--- config.mk ---
export PLATFORM = sky130hd
export DESIGN_NAME = uart_tx_arbiter_flat
export DESIGN_NICKNAME = d
export VERILOG_FILES = /design/src/rtl/uart_tx_arbiter_if.sv /design/src/rtl/uart_tx_arbiter.sv /design/src/flat_wrapper.sv
export SDC_FILE = /design/constraint.sdc
export NUM_CORES = 1
export LEC_CHECK = 0
export CAP_MARGIN = 0
export CORE_MARGIN = 4
export CORE_UTILIZATION = 47
export CTS_BUF_LIST = sky130_fd_sc_hd__clkbuf_4
export DETAILED_ROUTE_END_ITERATION = 8
export PLACE_DENSITY_LB_ADDON = 0.25
export SLEW_MARGIN = 20
export SYNTH_ARGS = -nofsm -noshare
export SYNTH_HDL_FRONTEND = slang
export SYNTH_SLANG_ARGS = --single-unit
--- constraint.sdc ---
create_clock -name CLK -period 2.35 [get_ports CLK]
set_input_delay 0.3525 -clock CLK [delete_from_list [all_inputs] [get_ports CLK]]
set_output_delay 0.3525 -clock CLK [all_outputs]
set_load 0.01 [all_outputs]
--- src/rtl/uart_tx_arbiter_if.sv ---
// Requester-side and uart_tx-side handshake bundle for uart_tx_arbiter.
// The slave modport is the arbiter; master is the surrounding environment.
interface uart_tx_arbiter_if #(
    parameter int unsigned N_REQ     = 4,
    parameter int unsigned DATA_BITS = 8
);
    logic [N_REQ-1:0]           REQ_VALID;
    logic [N_REQ*DATA_BITS-1:0] REQ_DATA;
    logic [N_REQ-1:0]           REQ_ACK;
    logic [$clog2(N_REQ)-1:0]   GRANT_ID;
    logic                       ARB_BUSY;
    logic                       ERR_TIMEOUT;
    logic                       TX_DRDY;
    logic [DATA_BITS-1:0]       TX_DI;
    logic                       TX_BUSY;
    logic                       TX_DONE;

    modport master (
        output REQ_VALID, REQ_DATA, TX_BUSY, TX_DONE,
        input  REQ_ACK, GRANT_ID, ARB_BUSY, ERR_TIMEOUT, TX_DRDY, TX_DI
    );

    modport slave (
        input  REQ_VALID, REQ_DATA, TX_BUSY, TX_DONE,
        output REQ_ACK, GRANT_ID, ARB_BUSY, ERR_TIMEOUT, TX_DRDY, TX_DI
    );
endinterface

--- src/rtl/uart_tx_arbiter.sv ---
// Round-robin arbiter sharing one uart_tx between N_REQ byte requesters,
// with a per-transfer timeout that aborts and acknowledges a stuck transfer.
module uart_tx_arbiter #(
    parameter int unsigned N_REQ          = 4,
    parameter int unsigned DATA_BITS      = 8,
    parameter int unsigned TIMEOUT_CYCLES = 20000
) (
    input logic              CLK,
    input logic              RST,
    uart_tx_arbiter_if.slave bus
);
    localparam int unsigned GW = $clog2(N_REQ);
    localparam int unsigned CW = $clog2(TIMEOUT_CYCLES) + 1;
    localparam logic [CW-1:0]    CNT_LAST = CW'(TIMEOUT_CYCLES - 1);
    localparam logic [N_REQ-1:0] ONE_HOT0 = N_REQ'(1);

    localparam logic [1:0] IDLE      = 2'd0;
    localparam logic [1:0] LAUNCH    = 2'd1;
    localparam logic [1:0] WAIT_DONE = 2'd2;
    localparam logic [1:0] RELEASE   = 2'd3;

    logic [1:0]           state;
    logic [GW-1:0]        ptr;
    logic [CW-1:0]        cnt;
    logic [CW-1:0]        cnt_inc;
    logic                 done_prev;
    logic                 done_rise;
    logic                 hi_found;
    logic                 lo_found;
    logic [GW-1:0]        hi_id;
    logic [GW-1:0]        lo_id;
    logic                 pick_found;
    logic [GW-1:0]        pick_id;
    logic [DATA_BITS-1:0] req_bytes [N_REQ];

    assign done_rise = bus.TX_DONE & ~done_prev;
    assign cnt_inc   = (cnt == '1) ? cnt : cnt + 1'b1;

    always_comb begin
        for (int unsigned i = 0; i < N_REQ; i++) begin
            req_bytes[i] = bus.REQ_DATA[i*DATA_BITS +: DATA_BITS];
        end
    end

    // Rotating scan split in two: lowest requester above the pointer wins,
    // otherwise the lowest at or below it (wrap-around).
    always_comb begin
        hi_found = 1'b0;
        lo_found = 1'b0;
        hi_id    = '0;
        lo_id    = '0;
        for (int unsigned i = 0; i < N_REQ; i++) begin
            if (bus.REQ_VALID[i]) begin
                if (GW'(i) > ptr) begin
                    if (!hi_found) begin
                        hi_found = 1'b1;
                        hi_id    = GW'(i);
                    end
                end else if (!lo_found) begin
                    lo_found = 1'b1;
                    lo_id    = GW'(i);
                end
            end
        end
        pick_found = hi_found | lo_found;
        pick_id    = hi_found ? hi_id : lo_id;
    end

    always_ff @(posedge CLK) begin
        if (RST) begin
            state           <= IDLE;
            ptr             <= GW'(N_REQ - 1);
            cnt             <= '0;
            done_prev       <= 1'b0;
            bus.REQ_ACK     <= '0;
            bus.GRANT_ID    <= '0;
            bus.ARB_BUSY    <= 1'b0;
            bus.ERR_TIMEOUT <= 1'b0;
            bus.TX_DRDY     <= 1'b0;
            bus.TX_DI       <= '0;
        end else begin
            done_prev   <= bus.TX_DONE;
            bus.REQ_ACK <= '0;
            case (state)
                IDLE: begin
                    if (pick_found) begin
                        bus.GRANT_ID <= pick_id;
                        bus.TX_DI    <= req_bytes[pick_id];
                        bus.TX_DRDY  <= 1'b1;
                        bus.ARB_BUSY <= 1'b1;
                        cnt          <= '0;
                        state        <= LAUNCH;
                    end
                end
                LAUNCH: begin
                    cnt <= cnt_inc;
                    if (bus.TX_BUSY) begin
                        bus.TX_DRDY <= 1'b0;
                        cnt         <= '0;
                        state       <= WAIT_DONE;
                    end else if (cnt >= CNT_LAST) begin
                        bus.TX_DRDY     <= 1'b0;
                        bus.ERR_TIMEOUT <= 1'b1;
                        bus.REQ_ACK     <= ONE_HOT0 << bus.GRANT_ID;
                        ptr             <= bus.GRANT_ID;
                        state           <= RELEASE;
                    end
                end
                WAIT_DONE: begin
                    cnt <= cnt_inc;
                    // A completion on the expiry cycle is a success, not an abort.
                    if (done_rise) begin
                        bus.REQ_ACK <= ONE_HOT0 << bus.GRANT_ID;
                        ptr         <= bus.GRANT_ID;
                        state       <= RELEASE;
                    end else if (cnt >= CNT_LAST) begin
                        bus.ERR_TIMEOUT <= 1'b1;
                        bus.REQ_ACK     <= ONE_HOT0 << bus.GRANT_ID;
                        ptr             <= bus.GRANT_ID;
                        state           <= RELEASE;
                    end
                end
                RELEASE: begin
                    bus.ARB_BUSY <= 1'b0;
                    state        <= IDLE;
                end
                default: begin
                    bus.TX_DRDY  <= 1'b0;
                    bus.ARB_BUSY <= 1'b0;
                    state        <= IDLE;
                end
            endcase
        end
    end
endmodule

--- src/flat_wrapper.sv ---
// flat-port wrapper written by rule: the top's interface ports become plain ports
module uart_tx_arbiter_flat 
#(
    parameter int unsigned N_REQ          = 4,
    parameter int unsigned DATA_BITS      = 8,
    parameter int unsigned TIMEOUT_CYCLES = 20000
)
  (CLK, RST, bus_REQ_VALID, bus_REQ_DATA, bus_TX_BUSY, bus_TX_DONE, bus_REQ_ACK, bus_GRANT_ID, bus_ARB_BUSY, bus_ERR_TIMEOUT, bus_TX_DRDY, bus_TX_DI);
  uart_tx_arbiter_if #(.N_REQ(N_REQ), .DATA_BITS(DATA_BITS)) bus_i ();
  input logic CLK;
  input logic RST;
  input wire logic [$bits(bus_i.REQ_VALID)-1:0] bus_REQ_VALID;
  input wire logic [$bits(bus_i.REQ_DATA)-1:0] bus_REQ_DATA;
  input wire logic [$bits(bus_i.TX_BUSY)-1:0] bus_TX_BUSY;
  input wire logic [$bits(bus_i.TX_DONE)-1:0] bus_TX_DONE;
  output wire logic [$bits(bus_i.REQ_ACK)-1:0] bus_REQ_ACK;
  output wire logic [$bits(bus_i.GRANT_ID)-1:0] bus_GRANT_ID;
  output wire logic [$bits(bus_i.ARB_BUSY)-1:0] bus_ARB_BUSY;
  output wire logic [$bits(bus_i.ERR_TIMEOUT)-1:0] bus_ERR_TIMEOUT;
  output wire logic [$bits(bus_i.TX_DRDY)-1:0] bus_TX_DRDY;
  output wire logic [$bits(bus_i.TX_DI)-1:0] bus_TX_DI;
  assign bus_i.REQ_VALID = bus_REQ_VALID;
  assign bus_i.REQ_DATA = bus_REQ_DATA;
  assign bus_i.TX_BUSY = bus_TX_BUSY;
  assign bus_i.TX_DONE = bus_TX_DONE;
  assign bus_REQ_ACK = bus_i.REQ_ACK;
  assign bus_GRANT_ID = bus_i.GRANT_ID;
  assign bus_ARB_BUSY = bus_i.ARB_BUSY;
  assign bus_ERR_TIMEOUT = bus_i.ERR_TIMEOUT;
  assign bus_TX_DRDY = bus_i.TX_DRDY;
  assign bus_TX_DI = bus_i.TX_DI;
  uart_tx_arbiter #(.N_REQ(N_REQ), .DATA_BITS(DATA_BITS), .TIMEOUT_CYCLES(TIMEOUT_CYCLES)) u_core (.CLK(CLK), .RST(RST), .bus(bus_i));
endmodule
==> impl_results.md <==
* Final hold slack at 0.498 ns
* Required time of the critical path at 2.60 ns
* Yosys warns at 0
* Initial core utilization at 49.9%
* Hold Crit Class: flop to flop
* Fmax at 473 MHz
* Worst-skew pair later-pin latency at 0.34 ns
* IO Port Bufs at 56
* GRT Total Usage at 19.5%
* Unique cell type count in the Yosys netlist at 48
* Setup Fix Bufs, Post-CTS at 0
* Synth async-reset ratio at 0%
* Layout area overhead at 33.8%
* Main synth FF type: dfxtp_1
* Vias in the first global route at 2113
* Status: completed
* DR vias at between 2000 and 2500
* H-Tree Depth at 2
* Clk root buf: clkbuf_4
* Initial antenna violation count at 0
* Vias per Instance at 5.87
* Static Leak at approximately 1.1 nW
* Die height at 77.2 µm
* Average routed wire per standard cell at 15.2 µm
* Seq/Total Area, Yosys at 33.8%
* Setup Skew at 0.0127 ns
* Pre-Repair DR Iteration Count at 4
* Die ar. at between 5000 and 6000 µm²
* Netlist Area Pre-Place at 2250 µm²
* # Max-Cap Violations at 0
* FF-to-FF path depth at 7
* First-pass GRT wire length at 9690 µm
* DRC at 0
* Core ar. at ~4500 µm²
* Num ports at between 50 and 60
* CTS tree: yes
* Crit end category: flop
* Setup violators final at 0
* Tightest Pin Transition at 0.598 ns
* Period utilization at 90.0%
* Syn_area_per_cell at 8.36 µm²
* Critical path type: flop to flop
* Clk buf depth at 2
* Clock sinks at 38
* RSZ-0062 raised after global routing: false
* Hold_buf cts at 0
* Ratio of cells with drive above 1 in the final layout at 8.66%
* Fin crit period at 2.11 ns
* Post-Syn Instances at 269
* Final Hold Vio Count at 0
* Hold path depth at 1
* Clock Pin Slew Worst Setup and Hold Paths at 0.12 ns
* Crit path launch type: flop
* Die width at 77.2 µm
* Dpl hpwl at 4560 µm
* Most frequent cells in the layout: clkdlybuf4s50_1 (56), dfxtp_1 (38), nand2_1 (30)
* Setup TNS at 0 ns
* Synth Register Bits at 38
* Number of DRC markers in iteration 0 at 97
* Number of routed nets with antenna violations at 0
* Mapped Nets at 315
* Layout Utilization at between 60% and 70%
* Post-CTS resize count at 0
* Nets at 380
* Max-slew violations at 0
* Worst path slowest cell: o41a_1
* Power per Cell Area at between 500 and 600 nW/µm²
* CP cell instances: inv_1, ha_1, o41a_1, nand2_1, nor3_1, mux2i_1, o221ai_1
* Pin count of the biggest net entering global routing at 22
* Commonest non-fill, non-tap cell in the layout: clkdlybuf4s50_1
* WL final at approximately 5900 µm
* CP peak stage delay at 0.58 ns
* Post-synth EDFFs at 0
* Worst-path fanout max at 15
* Cell Rows at 24
* Num CTS Buffers at 5
* CP Data Arrival Time at roughly 2.4 ns
* # diodes at 0
* VDD IR max at 0.000410 V
* Overflow after GRT at 0
* Placer congestion estimate at 0.903
* Relative slew slack at 59.8%
layer usage:
layer / vias to the layer above / GRT usage, % / routed length [µm]
li1: 1139 / - / -
met1: 1065 / 25.1 / 2600
met2: 63 / 32.6 / 2900
met3: 6 / 4.80 / 326
met4: 0 / 4.80 / 60
met5: - / 0 / 0
Yosys cell counts, types with 3 or more instances:
| library cell | n | area (µm²) |
|---|---|---|
| nand3b_1 | 9 | 67.6 |
| nor4b_1 | 4 | 35.0 |
| o21ai_0 | 4 | 20.0 |
| o221ai_1 | 8 | 70.1 |
| nand3_1 | 7 | 35.0 |
| a211oi_1 | 3 | 22.5 |
| o211ai_1 | 5 | 37.5 |
| mux2i_1 | 19 | 190 |
| nor2_1 | 23 | 86.3 |
| or4_1 | 4 | 30.0 |
| nand4_1 | 3 | 18.8 |
| ha_1 | 6 | 75.1 |
| inv_1 | 3 | 11.3 |
| xnor2_1 | 4 | 35.0 |
| xor2_1 | 5 | 43.8 |
| or3_1 | 3 | 18.8 |
| nand2b_1 | 6 | 37.5 |
| dfxtp_1 | 38 | 761 |
| nor4_1 | 6 | 37.5 |
| and2_1 | 4 | 25.0 |
| nor3_1 | 16 | 80.1 |
| nand2_1 | 30 | 113 |
| a21oi_1 | 10 | 50.1 |
| clkbuf_1 | 11 | 41.3 |
| nor2b_1 | 6 | 37.5 |
power breakdown:
group / total [W] / leakage (nW) / switching [W] / internal [W]
combinational: 0.000463 / 0.752 / 0.000228 / 0.000235
clock: 0.000444 / 0.0450 / 0.000224 / 0.000221
sequential: 0.000719 / 0.310 / 0.0000320 / 0.000687
total: 0.00163 / 1.11 / 0.000483 / 0.00114
registers in the layout, indices dropped and copies added, names as in the netlist:
| name | cells |
|---|---|
| u_core.bus.ARB_BUSY | 1 |
| u_core.bus.ERR_TIMEOUT | 1 |
| u_core.bus.GRANT_ID | 2 |
| u_core.bus.REQ_ACK | 4 |
| u_core.bus.TX_DI | 8 |
| u_core.bus.TX_DRDY | 1 |
| u_core.cnt | 16 |
| u_core.done_prev | 1 |
| u_core.ptr | 2 |
| u_core.state | 2 |
cell families (layout without fill, tap and decap cells):
group           after synthesis  count (layout)  synth area share, %
xor+xnor                      9               9                 3.51
compound gates               54              54                 17.7
fa+ha+maj                     6               6                 3.34
buf+inv                      17              83                 3.28
flops                        38              38                 33.8
mux                          19              19                 8.46
simple gates                126             126                 29.9
metrics by stage:
step           total power, W  area [µm²]  setup slack [ns]  cells
3_5_place_dp          0.00120        2930            0.0850    379
3_3_place_gp          0.00119        2930             0.145    379
2_1_floorplan        0.000978        2250             0.444    269
4_1_cts               0.00164        3010             0.230    387
5_1_grt               0.00171        3010          0.000781    387
6_report              0.00163        3010             0.236    387
path summary, 6_finish.rpt:
| path | startpoint | endpoint | slack (ns) |
|---|---|---|---|
| max | u_core.state[0] | u_core.bus.TX_DI[2] | 0.24 |
| min | u_core.bus.ERR_TIMEOUT | u_core.bus.ERR_TIMEOUT | 0.50 |
| max reg2reg | u_core.state[0] | u_core.bus.TX_DI[2] | 0.24 |
| min reg2reg | u_core.bus.ERR_TIMEOUT | u_core.bus.ERR_TIMEOUT | 0.50 |
worst max-delay path: cells and delay by family, from the launching register on:
kind | cells | cell delay, ns
AO/OA/AOI/OAI | 2 | 0.77
adder cells (fa/ha/maj) | 1 | 0.41
flip-flops | 1 | 0.36
AND/OR/NAND/NOR | 2 | 0.28
buffers and inverters | 1 | 0.12
multiplexers | 1 | 0.09
layout make-up:
class	instances	area [µm²]
sequential	38	761
tap	52	65.1
inverter	3	11.3
clock inverter	3	40.0
timing repair buffer	72	681
clock buffer	5	37.5
multi-input combinational	214	1410
fill	394	1500
Power figures use the tool's default switching activity.
